File: src/rtl/vx_warp_ibuffer.sv
// Per-warp instruction buffer: round-robin pops into a registered output, 2-cycle push-to-valid latency.
// Output holds while out_valid && !out_ready; in_ready drops only when the target warp FIFO is full.
module vx_warp_ibuffer #(
  parameter int NUM_WARPS = 4,
  parameter int DEPTH     = 2,
  parameter int DATAW     = 128,
  parameter int NW_BITS   = (NUM_WARPS > 1) ? $clog2(NUM_WARPS) : 1
) (
  input  logic                 clk,
  input  logic                 reset,
  input  logic                 in_valid,
  input  logic [NW_BITS-1:0]   in_wid,
  input  logic [DATAW-1:0]     in_data,
  output logic                 in_ready,
  output logic                 out_valid,
  output logic [NW_BITS-1:0]   out_wid,
  output logic [DATAW-1:0]     out_data,
  output logic [NW_BITS-1:0]   out_wid_n,
  output logic [DATAW-1:0]     out_data_n,
  input  logic                 out_ready,
  output logic [NUM_WARPS-1:0] empty_mask
);

  localparam int CNTW = $clog2(DEPTH + 1);
  localparam int PTRW = (DEPTH > 1) ? $clog2(DEPTH) : 1;

  logic [CNTW-1:0]    count_q  [NUM_WARPS];
  logic [CNTW-1:0]    count_d  [NUM_WARPS];
  logic [PTRW-1:0]    wr_ptr_q [NUM_WARPS];
  logic [PTRW-1:0]    wr_ptr_d [NUM_WARPS];
  logic [PTRW-1:0]    rd_ptr_q [NUM_WARPS];
  logic [PTRW-1:0]    rd_ptr_d [NUM_WARPS];
  logic [DATAW-1:0]   ram_q    [NUM_WARPS][DEPTH];

  logic               out_valid_q;
  logic [NW_BITS-1:0] out_wid_q;
  logic [DATAW-1:0]   out_data_q;
  logic [NW_BITS-1:0] last_grant_q;

  logic               push;
  logic               load;
  logic               pop;
  logic               grant_found;
  logic [NW_BITS-1:0] grant_wid;

  function automatic logic [NW_BITS-1:0] wrap_wid(input int v);
    return NW_BITS'(v % NUM_WARPS);
  endfunction

  // Pointers wrap at DEPTH explicitly so non-power-of-2 depths work.
  function automatic logic [PTRW-1:0] next_ptr(input logic [PTRW-1:0] p);
    return (p == PTRW'(DEPTH - 1)) ? '0 : p + PTRW'(1);
  endfunction

  assign in_ready = (count_q[in_wid] != CNTW'(DEPTH));
  assign push     = in_valid && in_ready;
  assign load     = !out_valid_q || out_ready;
  assign pop      = load && grant_found;

  always_comb begin
    grant_found = 1'b0;
    grant_wid   = '0;
    for (int i = 1; i <= NUM_WARPS; i++) begin
      if (!grant_found && (count_q[wrap_wid(int'(last_grant_q) + i)] != '0)) begin
        grant_found = 1'b1;
        grant_wid   = wrap_wid(int'(last_grant_q) + i);
      end
    end
  end

  always_comb begin
    for (int w = 0; w < NUM_WARPS; w++) begin
      count_d[w]  = count_q[w];
      wr_ptr_d[w] = wr_ptr_q[w];
      rd_ptr_d[w] = rd_ptr_q[w];
      if (push && (in_wid == NW_BITS'(w))) begin
        wr_ptr_d[w] = next_ptr(wr_ptr_q[w]);
      end
      if (pop && (grant_wid == NW_BITS'(w))) begin
        rd_ptr_d[w] = next_ptr(rd_ptr_q[w]);
      end
      if ((push && (in_wid == NW_BITS'(w))) && !(pop && (grant_wid == NW_BITS'(w)))) begin
        count_d[w] = count_q[w] + CNTW'(1);
      end else if (!(push && (in_wid == NW_BITS'(w))) && (pop && (grant_wid == NW_BITS'(w)))) begin
        count_d[w] = count_q[w] - CNTW'(1);
      end
    end
  end

  assign out_wid_n  = pop ? grant_wid : out_wid_q;
  assign out_data_n = pop ? ram_q[grant_wid][rd_ptr_q[grant_wid]] : out_data_q;

  always_ff @(posedge clk or negedge reset) begin
    if (!reset) begin
      for (int w = 0; w < NUM_WARPS; w++) begin
        count_q[w]  <= '0;
        wr_ptr_q[w] <= '0;
        rd_ptr_q[w] <= '0;
      end
      out_valid_q  <= 1'b0;
      out_wid_q    <= '0;
      out_data_q   <= '0;
      last_grant_q <= NW_BITS'(NUM_WARPS - 1);
    end else begin
      for (int w = 0; w < NUM_WARPS; w++) begin
        count_q[w]  <= count_d[w];
        wr_ptr_q[w] <= wr_ptr_d[w];
        rd_ptr_q[w] <= rd_ptr_d[w];
      end
      if (load) begin
        out_valid_q <= grant_found;
      end
      if (pop) begin
        last_grant_q <= grant_wid;
      end
      out_wid_q  <= out_wid_n;
      out_data_q <= out_data_n;
    end
  end

  // Storage is deliberately left out of reset; entries are only read after being written.
  always_ff @(posedge clk) begin
    if (push) begin
      ram_q[in_wid][wr_ptr_q[in_wid]] <= in_data;
    end
  end

  always_comb begin
    for (int w = 0; w < NUM_WARPS; w++) begin
      empty_mask[w] = (count_q[w] == '0);
    end
  end

  assign out_valid = out_valid_q;
  assign out_wid   = out_wid_q;
  assign out_data  = out_data_q;

endmodule

File: config.mk
export PLATFORM = sky130hd
export DESIGN_NAME = vx_warp_ibuffer
export DESIGN_NICKNAME = d
export VERILOG_FILES = /design/src/rtl/vx_warp_ibuffer.sv
export SDC_FILE = /design/constraint.sdc
export NUM_CORES = 1
export LEC_CHECK = 0
export CAP_MARGIN = 10
export CORE_ASPECT_RATIO = 0.75
export CORE_MARGIN = 4
export CORE_UTILIZATION = 28
export CTS_CLUSTER_SIZE = 24
export DETAILED_ROUTE_END_ITERATION = 8
export MAX_ROUTING_LAYER = met4
export PLACE_DENSITY_LB_ADDON = 0.08
export SLEW_MARGIN = 15
export SYNTH_ARGS = -nofsm -noshare
export SYNTH_HDL_FRONTEND = slang
export SYNTH_SLANG_ARGS = --single-unit
File: constraint.sdc
create_clock -name clk -period 8.25 [get_ports clk]
set_input_delay 1.65 -clock clk [delete_from_list [all_inputs] [get_ports clk]]
set_output_delay 1.65 -clock clk [all_outputs]
set_load 0.01 [all_outputs]
==> report_table.html, run 1 <==
<table>
<tr><th>Metric</th><th>Value</th></tr>
<tr><th colspan="2">Yosys</th></tr>
<tr><td>Async SR Flop Fraction</td><td>12.70%</td></tr>
<tr><td>Synthesized Nets</td><td>3,299</td></tr>
<tr><td>Distinct cells, synth</td><td>43</td></tr>
<tr><td>Most repeated cell in the gate-level netlist after synthesis</td><td>sky130_fd_sc_hd__edfxtp_1</td></tr>
<tr><td>Share of Yosys cell area claimed by the top area cell type</td><td>68.89%</td></tr>
<tr><td>Yosys Warn Count</td><td>0</td></tr>
<tr><td>Mean Syn Cell Area</td><td>14.12 um2</td></tr>
<tr><td>Most frequent cells after synthesis</td><td>sky130_fd_sc_hd__edfxtp_1 (1,024), sky130_fd_sc_hd__nand2_1 (644), sky130_fd_sc_hd__a21oi_1 (519), sky130_fd_sc_hd__clkbuf_1 (162), sky130_fd_sc_hd__dfrtp_1 (147)</td></tr>
<tr><td>Number of flops mapped to enable cells by yosys</td><td>1,024</td></tr>
<tr><td>Top FF cell, synth</td><td>sky130_fd_sc_hd__edfxtp_1</td></tr>
<tr><td>Top cells by area in the synthesized netlist</td><td>sky130_fd_sc_hd__edfxtp_1 (69%), sky130_fd_sc_hd__dfrtp_1 (8.2%), sky130_fd_sc_hd__a21oi_1 (5.8%), sky130_fd_sc_hd__nand2_1 (5.4%), sky130_fd_sc_hd__a221o_1 (2.9%)</td></tr>
<tr><td>Post-synth top area cell</td><td>sky130_fd_sc_hd__edfxtp_1</td></tr>
<tr><td>Synth Register Bits</td><td>1,173</td></tr>
<tr><td>Seq/Total Area, Yosys</td><td>77.25%</td></tr>
<tr><td>Cell area after synthesis</td><td>44,630 um2</td></tr>
<tr><td>Post-synthesis cell count</td><td>3,161</td></tr>
<tr><th colspan="2">Global routing</th></tr>
<tr><td>GRT Total Usage</td><td>16.17%</td></tr>
<tr><td>Number of antenna violations at the first check in global routing</td><td>19</td></tr>
<tr><td>Global-route wire length before repair</td><td>196,100 um</td></tr>
<tr><td>Residual overflow from global routing</td><td>0</td></tr>
<tr><td>Pin count of the biggest net entering global routing</td><td>175</td></tr>
<tr><td>Vias in the first global route</td><td>28.14k</td></tr>
<tr><th colspan="2">Min path</th></tr>
<tr><td>Instance count along the most critical hold path</td><td>1</td></tr>
<tr><td>Endpoint of the worst hold path</td><td>rd_ptr_q[0]$_DFFE_PN0P_</td></tr>
<tr><td>Path type of the worst min-delay path</td><td>flip-flop to flip-flop</td></tr>
<tr><td>Hold_sp</td><td>rd_ptr_q[0]$_DFFE_PN0P_</td></tr>
<tr><th colspan="2">Floorplan</th></tr>
<tr><td>Std cell rows</td><td>126</td></tr>
<tr><td>Die outline height</td><td>353.8 um</td></tr>
<tr><td>Boundary pin count</td><td>400</td></tr>
<tr><td>Die outline area</td><td>165,900 um2</td></tr>
<tr><td>Die X</td><td>469.0 um</td></tr>
<tr><td>Starting density of the core</td><td>28.28%</td></tr>
<tr><td>Core region area</td><td>157,800 um2</td></tr>
<tr><th colspan="2">Clocking</th></tr>
<tr><td>Root Driver</td><td>sky130_fd_sc_hd__clkbuf_16</td></tr>
<tr><td>Number of resized instances in the post-cts repair step</td><td>0</td></tr>
<tr><td>Worst-skew pair later-pin latency</td><td>0.77 ns</td></tr>
<tr><td>Max clock buf depth</td><td>3</td></tr>
<tr><td>Post-CTS setup-driven buffer insertion count</td><td>0</td></tr>
<tr><td>CTS buffer count</td><td>132</td></tr>
<tr><td>Clock-pin slew on the worst setup and hold paths</td><td>0.06 ns</td></tr>
<tr><td>Clk sink count</td><td>1,173</td></tr>
<tr><td>Clock H-tree levels</td><td>4</td></tr>
<tr><td>Clock tree from TritonCTS</td><td>yes</td></tr>
<tr><td>Total of hold buffers inserted after clock tree synthesis</td><td>0</td></tr>
<tr><th colspan="2">Drt</th></tr>
<tr><td>Wire per inst</td><td>23.05 um</td></tr>
<tr><td>Antenna viol nets, final</td><td>0</td></tr>
<tr><td>Router iterations before antenna repair</td><td>5</td></tr>
<tr><td>Final routed DRC violation total</td><td>0</td></tr>
<tr><td>Total length of routed wires</td><td>132,400 um</td></tr>
<tr><td>Violation count after the first detailed-route iteration</td><td>1,868</td></tr>
<tr><td>DR vias/cell</td><td>4.819</td></tr>
<tr><td>Overall via count from detail_route</td><td>27.67k</td></tr>
<tr><th colspan="2">Final layout</th></tr>
<tr><td>P&amp;R area growth vs syn</td><td>23.67%</td></tr>
<tr><td>Ratio of cells with drive above 1 in the final layout</td><td>6.969%</td></tr>
<tr><td>Number of nets in the layout</td><td>3,647</td></tr>
<tr><td>Post-layout utilization of the core</td><td>34.98%</td></tr>
<tr><td>Final Instance Count excl. Fillers</td><td>5,742</td></tr>
<tr><th colspan="2">STA</th></tr>
<tr><td>Time the worst path needs with I/O delays and setup</td><td>6.930 ns</td></tr>
<tr><td>Final Worst Setup Slack</td><td>1.320 ns</td></tr>
<tr><td>Max Clock Skew</td><td>0.02980 ns</td></tr>
<tr><td>Slew margin rel.</td><td>28.10%</td></tr>
<tr><td>Period Utilization, post-route</td><td>84.00%</td></tr>
<tr><td>Transition time at the pin with the least slew margin</td><td>1.079 ns</td></tr>
<tr><td>Setup violation total in the final timing report</td><td>0</td></tr>
<tr><td>Setup repair after global routing missed its margin</td><td>false</td></tr>
<tr><td>Max Fclk</td><td>144.3 MHz</td></tr>
<tr><td>Final-report hold violation count</td><td>0</td></tr>
<tr><td>Max Slew Vio Count</td><td>0</td></tr>
<tr><td>Tightest hold margin</td><td>0.4714 ns</td></tr>
<tr><th colspan="2">Worst setup path</th></tr>
<tr><td>Type of destination of the critical path</td><td>primary output</td></tr>
<tr><td>CP required</td><td>6.60 ns</td></tr>
<tr><td>Reg2Reg Depth</td><td>8</td></tr>
<tr><td>Maximum fanout along the worst path</td><td>127</td></tr>
<tr><td>Slack of the worst reg-to-reg path</td><td>4.23 ns</td></tr>
<tr><td>Critical register-to-register path endpoint</td><td>out_data[87]$_DFF_PN0_</td></tr>
<tr><td>Arrival @ worst endpoint</td><td>5.28 ns</td></tr>
<tr><td>Reg-to-reg critical path startpoint</td><td>last_grant_q[1]$_DFFE_PN1N_</td></tr>
<tr><td>Critical path startpoint category</td><td>flip-flop</td></tr>
<tr><td>Critical path start-end classification</td><td>flip-flop to primary output</td></tr>
<tr><th colspan="2">Flow run</th></tr>
<tr><td>Max cap viols</td><td>0</td></tr>
<tr><th colspan="2">Run status</th></tr>
<tr><td>Run status</td><td>complete, no violations</td></tr>
<tr><th colspan="2">Placed design</th></tr>
<tr><td>Placed wire-length estimate</td><td>67,150 um</td></tr>
<tr><td>Final RePlAce weighted congestion</td><td>0.6940</td></tr>
<tr><td>Worst slack, placed</td><td>1.913 ns</td></tr>
<tr><td>Placed Cells</td><td>5,487</td></tr>
<tr><td>Number of I/O port buffers</td><td>399</td></tr>
</table>
state kept, by name (all words and copies together) (netlist names):
| register | count |
|---|---|
| wr_ptr_q | 4 |
| ram_q | 1024 |
| last_grant_q | 2 |
| out_valid | 1 |
| out_data | 128 |
| out_wid | 2 |
| count_q | 8 |
| rd_ptr_q | 4 |
metrics by stage:
step,instance area [um2],setup TNS (ns)
global route,55200,0
CTS,55160,0
global placement,50930,0
detailed placement,50930,0
finish,55200,0
floorplan,44640,-54.05
worst max-delay path, cell delays in order, from the launching register on:
cell                              delay, ns
sky130_fd_sc_hd__dfstp_2               0.58
sky130_fd_sc_hd__inv_1                 0.08
sky130_fd_sc_hd__nor3_1                0.41
sky130_fd_sc_hd__or4_4                 0.24
sky130_fd_sc_hd__buf_12                0.57
sky130_fd_sc_hd__buf_4                 0.88
sky130_fd_sc_hd__a21oi_1               0.08
sky130_fd_sc_hd__a221o_1               0.36
sky130_fd_sc_hd__a31oi_1               0.52
sky130_fd_sc_hd__clkdlybuf4s50_1       0.66
layout make-up:
cell class	instances	area [um2]
Multi-Input combinational cell	1750	9190
Antenna cell	14	35.03
Sequential cell	1173	34480
Timing Repair Buffer	443	4578
Fill cell	15380	102600
Clock buffer	167	3476
Inverter	9	33.78
Clock inverter	74	762.0
Tap cell	2112	2643
kinds of logic (layout without fill, tap and decap cells):
logic type	Yosys count	in the layout	synth area share [%]
xor gates and xnor gates	16	16	0.3140
muxes	2	2	0.1009
buffers and inverters	238	693	2.307
and+or+nand+nor	815	815	7.092
other	0	14	0
AOI/OAI and AO/OA	913	913	12.82
adders and majority gates	4	4	0.1121
DFF	1173	1173	77.25
cells in the final DEF, fill, tap and decap left out, drive strengths merged, types with 128 or more instances in the layout:
master	count
a21oi	520
a221o	128
a22oi	128
a31oi	128
clkbuf	168
clkdlybuf4s50	398
dfrtp	147
edfxtp	1024
nand2	644
nor2	143
worst max-delay path by stage:
stage | slack, ns | depth (start not counted) | start | to
finish | 1.32 | 9 | last_grant_q[1]$_DFFE_PN1N_ | out_data_n[87]
global route | 1.02 | 10 | last_grant_q[1]$_DFFE_PN1N_ | out_data_n[81]
CTS | 1.21 | 9 | last_grant_q[1]$_DFFE_PN1N_ | out_data_n[87]
detailed placement | 1.91 | 8 | out_ready | out_data_n[87]
global placement | 1.87 | 8 | out_ready | out_data_n[87]
floorplan | -0.21 | 2 | in_wid[0] | ram_q[0][128]$_DFFE_PP_
metal layers:
layer | vias to the layer above | part of all wire, % | track usage [%]
met4 | 0 | 1.8 | 4.006
met1 | 14230 | 46 | 21.92
met2 | 609 | 47 | 25.14
met3 | 168 | 4.5 | 3.009
met5 | - | 0 | -
li1 | 12660 | - | -
Power of run 1 is not shown: default switching activity piles up to over one toggle a cycle in this logic, so the estimate is an artifact.
==> run 2: changes to the inputs <==
- clock period: 8.25 -> 7.1 ns (I/O delays scaled with it)
==> run 2 against run 1 <==
Effect of this change:
- count of clock-buffer cells in the layout grew 21
- design area is essentially flat
- sequential share of layout area is essentially flat
- worst hold slack gained 0.012 ns
- non-clock buffer count grew 17
- global-route usage grew 0.22 points
- setup slack lost 0.65 ns
- highest routed layer unchanged
==> report_table.html, run 2 (synthesis gave the netlist of run 1 again) <==
<table>
<tr><th>Metric</th><th>Value</th></tr>
<tr><th colspan="2">Run status</th></tr>
<tr><td>Run status</td><td>complete, no violations</td></tr>
<tr><th colspan="2">STA</th></tr>
<tr><td>Slew margin rel.</td><td>14.33% (-14 points)</td></tr>
<tr><td>Final Worst Setup Slack</td><td>0.6707 ns (-0.6491 ns)</td></tr>
<tr><td>Period Utilization, post-route</td><td>90.55%</td></tr>
<tr><td>Time the worst path needs with I/O delays and setup</td><td>6.429 ns</td></tr>
<tr><td>Final-report hold violation count</td><td>0 (unchanged)</td></tr>
<tr><td>Max Clock Skew</td><td>0.02926 ns (-0.0005485 ns)</td></tr>
<tr><td>Tightest hold margin</td><td>0.4839 ns (+0.01248 ns)</td></tr>
<tr><td>Setup violation total in the final timing report</td><td>0 (unchanged)</td></tr>
<tr><td>Transition time at the pin with the least slew margin</td><td>1.285 ns (+0.2065 ns)</td></tr>
<tr><td>Max Slew Vio Count</td><td>0 (unchanged)</td></tr>
<tr><td>Setup repair after global routing missed its margin</td><td>false</td></tr>
<tr><td>Max Fclk</td><td>155.5 MHz</td></tr>
<tr><th colspan="2">Final layout</th></tr>
<tr><td>Final cell area excluding filler cells</td><td>55,170 um2 (about the same)</td></tr>
<tr><td>Highest-count cells in the layout ignoring fill and taps</td><td>sky130_fd_sc_hd__edfxtp_1 (1,024), sky130_fd_sc_hd__nand2_1 (644), sky130_fd_sc_hd__a21oi_1 (518)</td></tr>
<tr><td>Most frequent standard cell in the layout excluding fill and tap cells</td><td>sky130_fd_sc_hd__edfxtp_1</td></tr>
<tr><td>P&amp;R area growth vs syn</td><td>23.60% (about the same)</td></tr>
<tr><td>Ratio of cells with drive above 1 in the final layout</td><td>7.113% (+0.14 points)</td></tr>
<tr><td>Number of nets in the layout</td><td>3,664 (+0.47%)</td></tr>
<tr><td>Max reg flops</td><td>1,024 (unchanged)</td></tr>
<tr><th colspan="2">Worst setup path</th></tr>
<tr><td>End of the critical path</td><td>out_data_n[98]</td></tr>
<tr><td>CP required</td><td>5.68 ns (-0.92 ns)</td></tr>
<tr><td>Critical register-to-register path endpoint</td><td>out_data[98]$_DFF_PN0_</td></tr>
<tr><td>Count of cell instances traversed by the critical path</td><td>10 (+1)</td></tr>
<tr><td>Startpoint of the most critical setup path</td><td>count_q[7]$_DFFE_PN0P_</td></tr>
<tr><td>Reg-to-reg critical path startpoint</td><td>count_q[7]$_DFFE_PN0P_</td></tr>
<tr><td>Slack of the worst reg-to-reg path</td><td>3.33 ns (-0.90 ns)</td></tr>
<tr><td>Critical path's slowest cell</td><td>sky130_fd_sc_hd__or4_4</td></tr>
<tr><td>Critical Path Max Stage Delay</td><td>0.82 ns (-0.06 ns)</td></tr>
<tr><td>Critical path start-end classification</td><td>flip-flop to primary output</td></tr>
<tr><td>Chain of cells forming the critical path</td><td>nor2_2 &gt; nor3_1 &gt; or4_4 &gt; a21oi_2 &gt; a22o_4 &gt; buf_12 &gt; buf_4 &gt; nand2_1 &gt; a31oi_1 &gt; clkdlybuf4s50_1</td></tr>
<tr><td>Arrival @ worst endpoint</td><td>5.01 ns (-0.27 ns)</td></tr>
<tr><td>Type of destination of the critical path</td><td>primary output</td></tr>
<tr><td>Maximum fanout along the worst path</td><td>53 (-58%)</td></tr>
<tr><td>CP delay by family, top</td><td>simple AND/OR/NAND/NOR gates</td></tr>
<tr><td>Count of buffering cells on the critical path with inverters included</td><td>3 (-1)</td></tr>
<tr><td>Reg2Reg Depth</td><td>9 (+1)</td></tr>
<tr><td>Critical path startpoint category</td><td>flip-flop</td></tr>
<tr><th colspan="2">Clocking</th></tr>
<tr><td>Number of resized instances in the post-cts repair step</td><td>0 (unchanged)</td></tr>
<tr><td>Clk sink count</td><td>1,173 (unchanged)</td></tr>
<tr><td>Total of hold buffers inserted after clock tree synthesis</td><td>0 (unchanged)</td></tr>
<tr><td>Root Driver</td><td>sky130_fd_sc_hd__clkbuf_16</td></tr>
<tr><td>Clock tree from TritonCTS</td><td>yes</td></tr>
<tr><td>Clock-pin slew on the worst setup and hold paths</td><td>0.06 ns (about the same)</td></tr>
<tr><td>Post-CTS setup-driven buffer insertion count</td><td>0 (unchanged)</td></tr>
<tr><td>Worst-skew pair later-pin latency</td><td>0.76 ns (about the same)</td></tr>
<tr><td>CTS buffer count</td><td>132 (unchanged)</td></tr>
<tr><td>Max clock buf depth</td><td>3 (unchanged)</td></tr>
<tr><td>Clock H-tree levels</td><td>4 (unchanged)</td></tr>
<tr><th colspan="2">Global routing</th></tr>
<tr><td>M1 GR Usage</td><td>22.47% (+0.55 points)</td></tr>
<tr><td>GRT Total Usage</td><td>16.39% (+0.22 points)</td></tr>
<tr><td>Most utilized layer in the global route result</td><td>met2</td></tr>
<tr><td>Vias in the first global route</td><td>28.01k (-0.46%)</td></tr>
<tr><td>Global-route wire length before repair</td><td>197,800 um (+0.87%)</td></tr>
<tr><td>Number of antenna violations at the first check in global routing</td><td>11 (-8)</td></tr>
<tr><td>Residual overflow from global routing</td><td>0 (unchanged)</td></tr>
<tr><td>Met2 Resource Use GR</td><td>25.44% (+0.30 points)</td></tr>
<tr><td>Pin count of the biggest net entering global routing</td><td>178 (+1.7%)</td></tr>
<tr><td>Met3 GRT Util</td><td>2.888% (-0.12 points)</td></tr>
<tr><th colspan="2">Drt</th></tr>
<tr><td>Violation count after the first detailed-route iteration</td><td>1,864 (-0.21%)</td></tr>
<tr><td>Antenna viol nets, final</td><td>0 (unchanged)</td></tr>
<tr><td>Router iterations before antenna repair</td><td>5 (unchanged)</td></tr>
<tr><td>Overall via count from detail_route</td><td>27.48k (-0.70%)</td></tr>
<tr><td>DR vias/cell</td><td>4.782 (-0.76%)</td></tr>
<tr><td>Final routed DRC violation total</td><td>0 (unchanged)</td></tr>
<tr><td>Wire per inst</td><td>23.33 um (+1.2%)</td></tr>
<tr><td>Total length of routed wires</td><td>134,100 um (+1.3%)</td></tr>
<tr><th colspan="2">Floorplan</th></tr>
<tr><td>Die outline area</td><td>165,900 um2 (unchanged)</td></tr>
<tr><td>Std cell rows</td><td>126 (unchanged)</td></tr>
<tr><td>Boundary pin count</td><td>400 (unchanged)</td></tr>
<tr><td>Die outline height</td><td>353.8 um (unchanged)</td></tr>
<tr><td>Starting density of the core</td><td>28.28% (unchanged)</td></tr>
<tr><td>Core region area</td><td>157,800 um2 (unchanged)</td></tr>
<tr><td>Die X</td><td>469.0 um (unchanged)</td></tr>
<tr><th colspan="2">Placed design</th></tr>
<tr><td>DP Area</td><td>51,060 um2 (+0.26%)</td></tr>
<tr><td>Final RePlAce weighted congestion</td><td>0.6994 (+0.78%)</td></tr>
<tr><td>Placed wire-length estimate</td><td>70,810 um (+5.4%)</td></tr>
<tr><td>Worst slack, placed</td><td>1.363 ns (-0.5500 ns)</td></tr>
<tr><td>Number of I/O port buffers</td><td>399 (unchanged)</td></tr>
<tr><th colspan="2">Flow run</th></tr>
<tr><td>Max cap viols</td><td>0 (unchanged)</td></tr>
<tr><th colspan="2">Min path</th></tr>
<tr><td>Path type of the worst min-delay path</td><td>flip-flop to flip-flop</td></tr>
</table>
run 2: cell types whose count changed in the layout (fill, tap and decap cells not counted), moves of 3 or more:
cell	previous run	this run
sky130_fd_sc_hd__clkbuf_16	133	136
sky130_fd_sc_hd__clkinv_1	25	20
sky130_fd_sc_hd__diode_2	14	6
sky130_fd_sc_hd__clkbuf_8	3	11
sky130_fd_sc_hd__clkinv_2	21	16
sky130_fd_sc_hd__clkinv_8	7	1
sky130_fd_sc_hd__bufinv_16	10	5
sky130_fd_sc_hd__clkbuf_1	32	42
sky130_fd_sc_hd__buf_4	24	39
run 2: worst register-to-register path, delay by kind of cell, from the launching register on:
family,cells,cell delay (ns)
buf+inv,2,0.72
simple gates,4,1.30
compound gates,3,1.22
flops,1,0.41
run 2: per-stage QoR:
stage | std cells | setup TNS [ns] | util [%]
floorplan | 3161 | -501.32 | -
global placement | 5503 | 0 | 32.35
detailed placement | 5503 | 0 | 32.35
CTS | 5738 | 0 | 34.93
global route | 5745 | 0 | 34.96
finish | 5745 | 0 | 34.96
run 2: worst min path at each step:
stage          depth (start not counted)                       to                     from  slack [ns]
3_3_place_gp                           1  rd_ptr_q[0]$_DFFE_PN0P_  rd_ptr_q[0]$_DFFE_PN0P_        0.47
5_1_grt                                1  rd_ptr_q[0]$_DFFE_PN0P_  rd_ptr_q[0]$_DFFE_PN0P_        0.50
2_1_floorplan                          1  rd_ptr_q[0]$_DFFE_PN0P_  rd_ptr_q[0]$_DFFE_PN0P_        0.45
3_5_place_dp                           1  rd_ptr_q[2]$_DFFE_PN0P_  rd_ptr_q[2]$_DFFE_PN0P_        0.47
6_report                               1  rd_ptr_q[2]$_DFFE_PN0P_  rd_ptr_q[2]$_DFFE_PN0P_        0.48
4_1_cts                                1  rd_ptr_q[3]$_DFFE_PN0P_  rd_ptr_q[3]$_DFFE_PN0P_        0.49
run 2: layout make-up:
class / instances / area [um2]
Fill cell: 15320 / 102600
Sequential cell: 1173 / 34480
Timing Repair Buffer: 460 / 4738
Antenna cell: 6 / 15.01
Multi-Input combinational cell: 1750 / 9190
Tap cell: 2112 / 2643
Clock inverter: 47 / 367.9
Inverter: 9 / 33.78
Clock buffer: 188 / 3699
run 2: per-layer routing:
metal | wire length, um | up-vias | part of all wire, %
met3 | 5244 | 178 | 3.9
met2 | 62900 | 532 | 47
li1 | - | 12690 | -
met1 | 63480 | 14070 | 47
met5 | 0 | - | 0
met4 | 2423 | 0 | 1.8
Power of run 2 is left out for the same reason.
==> run 3: changes to the inputs <==
- ABC_AREA: not set -> 1
==> run 3 against run 2 <==
Effect of this change:
- highest routed layer unchanged
- non-clock buffer count up 8
- final cell count up 33%
- setup slack worse by 0.18 ns
- die area up 13%
==> report_table.html, run 3 <==
<table>
<tr><th>Metric</th><th>Value</th></tr>
<tr><th colspan="2">Yosys</th></tr>
<tr><td>Post-synth top area cell</td><td>sky130_fd_sc_hd__edfxtp_1</td></tr>
<tr><td>Seq/Total Area, Yosys</td><td>68.25% (-9.0 points)</td></tr>
<tr><td>Synthesized Nets</td><td>5,003 (+52%)</td></tr>
<tr><td>Most frequent cells after synthesis</td><td>sky130_fd_sc_hd__nand2_1 (1,969), sky130_fd_sc_hd__nand3_1 (1,038), sky130_fd_sc_hd__edfxtp_1 (1,024), sky130_fd_sc_hd__inv_1 (277), sky130_fd_sc_hd__buf_2 (191)</td></tr>
<tr><td>Most repeated cell in the gate-level netlist after synthesis</td><td>sky130_fd_sc_hd__nand2_1</td></tr>
<tr><td>Yosys Warn Count</td><td>0 (unchanged)</td></tr>
<tr><td>Post-synthesis cell count</td><td>4,865 (+54%)</td></tr>
<tr><td>Top cells by area in the synthesized netlist</td><td>sky130_fd_sc_hd__edfxtp_1 (61%), sky130_fd_sc_hd__nand2_1 (15%), sky130_fd_sc_hd__nand3_1 (10%), sky130_fd_sc_hd__dfrtp_1 (7.3%), sky130_fd_sc_hd__inv_1 (2.1%)</td></tr>
<tr><td>Synth Register Bits</td><td>1,173 (unchanged)</td></tr>
<tr><td>Cell area after synthesis</td><td>50,520 um2 (+13%)</td></tr>
<tr><td>Number of flops mapped to enable cells by yosys</td><td>1,024 (unchanged)</td></tr>
<tr><td>Share of Yosys cell area claimed by the top area cell type</td><td>60.86% (-8.0 points)</td></tr>
<tr><td>Mean Syn Cell Area</td><td>10.38 um2 (-26%)</td></tr>
<tr><td>Top FF cell, synth</td><td>sky130_fd_sc_hd__edfxtp_1</td></tr>
<tr><td>Distinct cells, synth</td><td>30 (-30%)</td></tr>
<tr><td>Async SR Flop Fraction</td><td>12.70% (unchanged)</td></tr>
<tr><th colspan="2">Worst setup path</th></tr>
<tr><td>Critical path start-end classification</td><td>flip-flop to primary output</td></tr>
<tr><td>Slack of the worst reg-to-reg path</td><td>2.82 ns (-0.51 ns)</td></tr>
<tr><td>Arrival @ worst endpoint</td><td>5.19 ns (+0.18 ns)</td></tr>
<tr><td>CP required</td><td>5.68 ns (about the same)</td></tr>
<tr><td>Maximum fanout along the worst path</td><td>63 (+19%)</td></tr>
<tr><td>Type of destination of the critical path</td><td>primary output</td></tr>
<tr><td>Critical path startpoint category</td><td>flip-flop</td></tr>
<tr><th colspan="2">Clocking</th></tr>
<tr><td>Root Driver</td><td>sky130_fd_sc_hd__clkbuf_16</td></tr>
<tr><td>Post-CTS setup-driven buffer insertion count</td><td>0 (unchanged)</td></tr>
<tr><td>Clock-pin slew on the worst setup and hold paths</td><td>0.06 ns (about the same)</td></tr>
<tr><td>Worst-skew pair later-pin latency</td><td>0.78 ns (+0.02 ns)</td></tr>
<tr><td>Clk sink count</td><td>1,173 (unchanged)</td></tr>
<tr><td>CTS buffer count</td><td>136 (+3.0%)</td></tr>
<tr><td>Max clock buf depth</td><td>3 (unchanged)</td></tr>
<tr><td>Clock H-tree levels</td><td>4 (unchanged)</td></tr>
<tr><td>Clock tree from TritonCTS</td><td>yes</td></tr>
<tr><th colspan="2">STA</th></tr>
<tr><td>Slew margin rel.</td><td>22.65% (+8.3 points)</td></tr>
<tr><td>Period Utilization, post-route</td><td>93.10% (+2.5 points)</td></tr>
<tr><td>Time the worst path needs with I/O delays and setup</td><td>6.610 ns (+0.1806 ns)</td></tr>
<tr><td>Setup violation total in the final timing report</td><td>0 (unchanged)</td></tr>
<tr><td>Max Clock Skew</td><td>0.02626 ns (-0.003000 ns)</td></tr>
<tr><td>Max Fclk</td><td>151.3 MHz (-2.7%)</td></tr>
<tr><td>Final-report hold violation count</td><td>0 (unchanged)</td></tr>
<tr><td>Max Slew Vio Count</td><td>0 (unchanged)</td></tr>
<tr><td>Transition time at the pin with the least slew margin</td><td>1.160 ns (-0.1248 ns)</td></tr>
<tr><td>Setup repair after global routing missed its margin</td><td>false</td></tr>
<tr><th colspan="2">Global routing</th></tr>
<tr><td>Global-route wire length before repair</td><td>249,000 um (+26%)</td></tr>
<tr><td>Number of antenna violations at the first check in global routing</td><td>24 (+13)</td></tr>
<tr><td>Pin count of the biggest net entering global routing</td><td>176 (-1.1%)</td></tr>
<tr><td>Residual overflow from global routing</td><td>0 (unchanged)</td></tr>
<tr><td>GRT Total Usage</td><td>18.14% (+1.7 points)</td></tr>
<tr><td>Vias in the first global route</td><td>35.71k (+27%)</td></tr>
<tr><th colspan="2">Final layout</th></tr>
<tr><td>Post-layout utilization of the core</td><td>34.15% (-0.81 points)</td></tr>
<tr><td>Ratio of cells with drive above 1 in the final layout</td><td>5.238% (-1.9 points)</td></tr>
<tr><td>Max reg flops</td><td>1,024 (unchanged)</td></tr>
<tr><td>P&amp;R area growth vs syn</td><td>20.69%</td></tr>
<tr><td>Highest-count cells in the layout ignoring fill and taps</td><td>sky130_fd_sc_hd__nand2_1 (1,969), sky130_fd_sc_hd__nand3_1 (1,037), sky130_fd_sc_hd__edfxtp_1 (1,024)</td></tr>
<tr><td>Number of nets in the layout</td><td>5,282 (+44%)</td></tr>
<tr><td>Final Instance Count excl. Fillers</td><td>7,646 (+33%)</td></tr>
<tr><td>Most frequent standard cell in the layout excluding fill and tap cells</td><td>sky130_fd_sc_hd__nand2_1</td></tr>
<tr><th colspan="2">Run status</th></tr>
<tr><td>Run status</td><td>complete, no violations</td></tr>
<tr><th colspan="2">Drt</th></tr>
<tr><td>DR vias/cell</td><td>4.610 (-3.6%)</td></tr>
<tr><td>Violation count after the first detailed-route iteration</td><td>2,509 (+35%)</td></tr>
<tr><td>Final routed DRC violation total</td><td>0 (unchanged)</td></tr>
<tr><td>Antenna viol nets, final</td><td>0 (unchanged)</td></tr>
<tr><td>Router iterations before antenna repair</td><td>6 (+1)</td></tr>
<tr><td>Total length of routed wires</td><td>167,300 um (+25%)</td></tr>
<tr><td>Wire per inst</td><td>21.88 um (-6.2%)</td></tr>
<tr><td>Overall via count from detail_route</td><td>35.25k (+28%)</td></tr>
<tr><th colspan="2">Floorplan</th></tr>
<tr><td>Starting density of the core</td><td>28.29% (about the same)</td></tr>
<tr><td>Die outline area</td><td>187,400 um2 (+13%)</td></tr>
<tr><td>Die X</td><td>498.5 um (+6.3%)</td></tr>
<tr><td>Die outline height</td><td>375.9 um (+6.2%)</td></tr>
<tr><td>Core region area</td><td>178,600 um2 (+13%)</td></tr>
<tr><td>Std cell rows</td><td>134 (+6.3%)</td></tr>
<tr><td>Boundary pin count</td><td>400 (unchanged)</td></tr>
<tr><th colspan="2">Placed design</th></tr>
<tr><td>Number of I/O port buffers</td><td>399 (unchanged)</td></tr>
<tr><td>Placed wire-length estimate</td><td>88,010 um (+24%)</td></tr>
<tr><td>Final RePlAce weighted congestion</td><td>0.7250 (+3.7%)</td></tr>
<tr><td>Placed Cells</td><td>7,386 (+34%)</td></tr>
<tr><th colspan="2">Flow run</th></tr>
<tr><td>Max cap viols</td><td>0 (unchanged)</td></tr>
<tr><th colspan="2">Min path</th></tr>
<tr><td>Path type of the worst min-delay path</td><td>flip-flop to flip-flop</td></tr>
</table>
==> run 3: cell count changes in the layout (fill, tap and decap cells not counted), moves of 17 or more <==
cell / before / now
sky130_fd_sc_hd__a31oi_1: 128 / 0
sky130_fd_sc_hd__a22oi_1: 128 / 1
sky130_fd_sc_hd__a21oi_1: 518 / 4
sky130_fd_sc_hd__nand3_1: 4 / 1037
sky130_fd_sc_hd__clkinv_1: 20 / 37
sky130_fd_sc_hd__nand2_1: 644 / 1969
sky130_fd_sc_hd__inv_1: 9 / 277
sky130_fd_sc_hd__nor2_1: 139 / 10
sky130_fd_sc_hd__a221o_1: 128 / 0
==> run 3: layer usage <==
metal | GRT usage (%) | part of all wire [%]
met5 | - | 0
met1 | 25.03 | 48
met2 | 27.90 | 46
met4 | 4.086 | 1.9
met3 | 3.263 | 4.4
==> run 3: timing repair <==
action                     CTS  global route
hold buffers                 0             0
gates resized for setup      0             3
setup endpoints to repair    0            35
==> run 3: stage by stage <==
stage          setup slack, ns  cell area [um2]   TNS, ns  hold slack [ns]
6_report                0.4902            60970         0           0.4981
5_1_grt                0.03984            60970         0           0.5199
4_1_cts                 0.1769            60920         0           0.5032
3_5_place_dp             1.033            56710         0           0.4874
3_3_place_gp             1.013            56710         0           0.4861
2_1_floorplan           -1.528            50540  -1124.45           0.4814
==> run 3: logic make-up (layout without fill, tap and decap cells) <==
group	Yosys count	count (layout)	share of synthesized area (%)
DFF	1173	1173	68.25
other	0	16	0
adders and majority gates	4	4	0.09907
and+or+nand+nor	3039	3039	25.26
buffers and inverters	609	994	5.830
AOI/OAI and AO/OA	23	23	0.2675
xor gates and xnor gates	17	17	0.2947
==> run 3: critical path: stages, from the launching register on <==
cell and delay (ns):
sky130_fd_sc_hd__dfstp_2 0.71, sky130_fd_sc_hd__inv_2 0.19, sky130_fd_sc_hd__nand2_1 0.09, sky130_fd_sc_hd__nand2_1 0.07, sky130_fd_sc_hd__nand2_1 0.06, sky130_fd_sc_hd__nand2_1 0.06
sky130_fd_sc_hd__nor2_2 0.14, sky130_fd_sc_hd__nand2_1 0.17, sky130_fd_sc_hd__nand3_4 0.33, sky130_fd_sc_hd__buf_4 0.62, sky130_fd_sc_hd__buf_6 0.57, sky130_fd_sc_hd__nand3_1 0.13
sky130_fd_sc_hd__nand2_1 0.12, sky130_fd_sc_hd__nand2_1 0.05, sky130_fd_sc_hd__nand2_1 0.12, sky130_fd_sc_hd__inv_1 0.05, sky130_fd_sc_hd__nand2_1 0.06, sky130_fd_sc_hd__nand3_1 0.16
sky130_fd_sc_hd__nand2_1 0.13, sky130_fd_sc_hd__clkdlybuf4s50_1 0.54
==> run 3: layout make-up <==
cell class / count / area, um2
Multi-Input combinational cell: 3083 / 13260
Timing Repair Buffer: 468 / 4923
Fill cell: 18070 / 117600
Clock buffer: 175 / 3665
Clock inverter: 69 / 545.5
Antenna cell: 16 / 40.04
Tap cell: 2380 / 2978
Sequential cell: 1173 / 34480
Inverter: 282 / 1079
==> run 3: final timing paths <==
kind                                              from                endpoint  depth (start not counted)
setup / recovery           last_grant_q[0]$_DFFE_PN1N_          out_data_n[97]                         19
hold / removal                  out_data[90]$_DFF_PN0_  out_data[90]$_DFF_PN0_                          2
setup reg to reg           last_grant_q[0]$_DFFE_PN1N_  count_q[1]$_DFFE_PN0P_                         17
hold reg to reg                 out_data[90]$_DFF_PN0_  out_data[90]$_DFF_PN0_                          2
max in group asynchronous                        reset  out_data[25]$_DFF_PN0_                          2
min in group asynchronous                        reset  out_data[67]$_DFF_PN0_                          1
Power of run 3 is left out for the same reason.
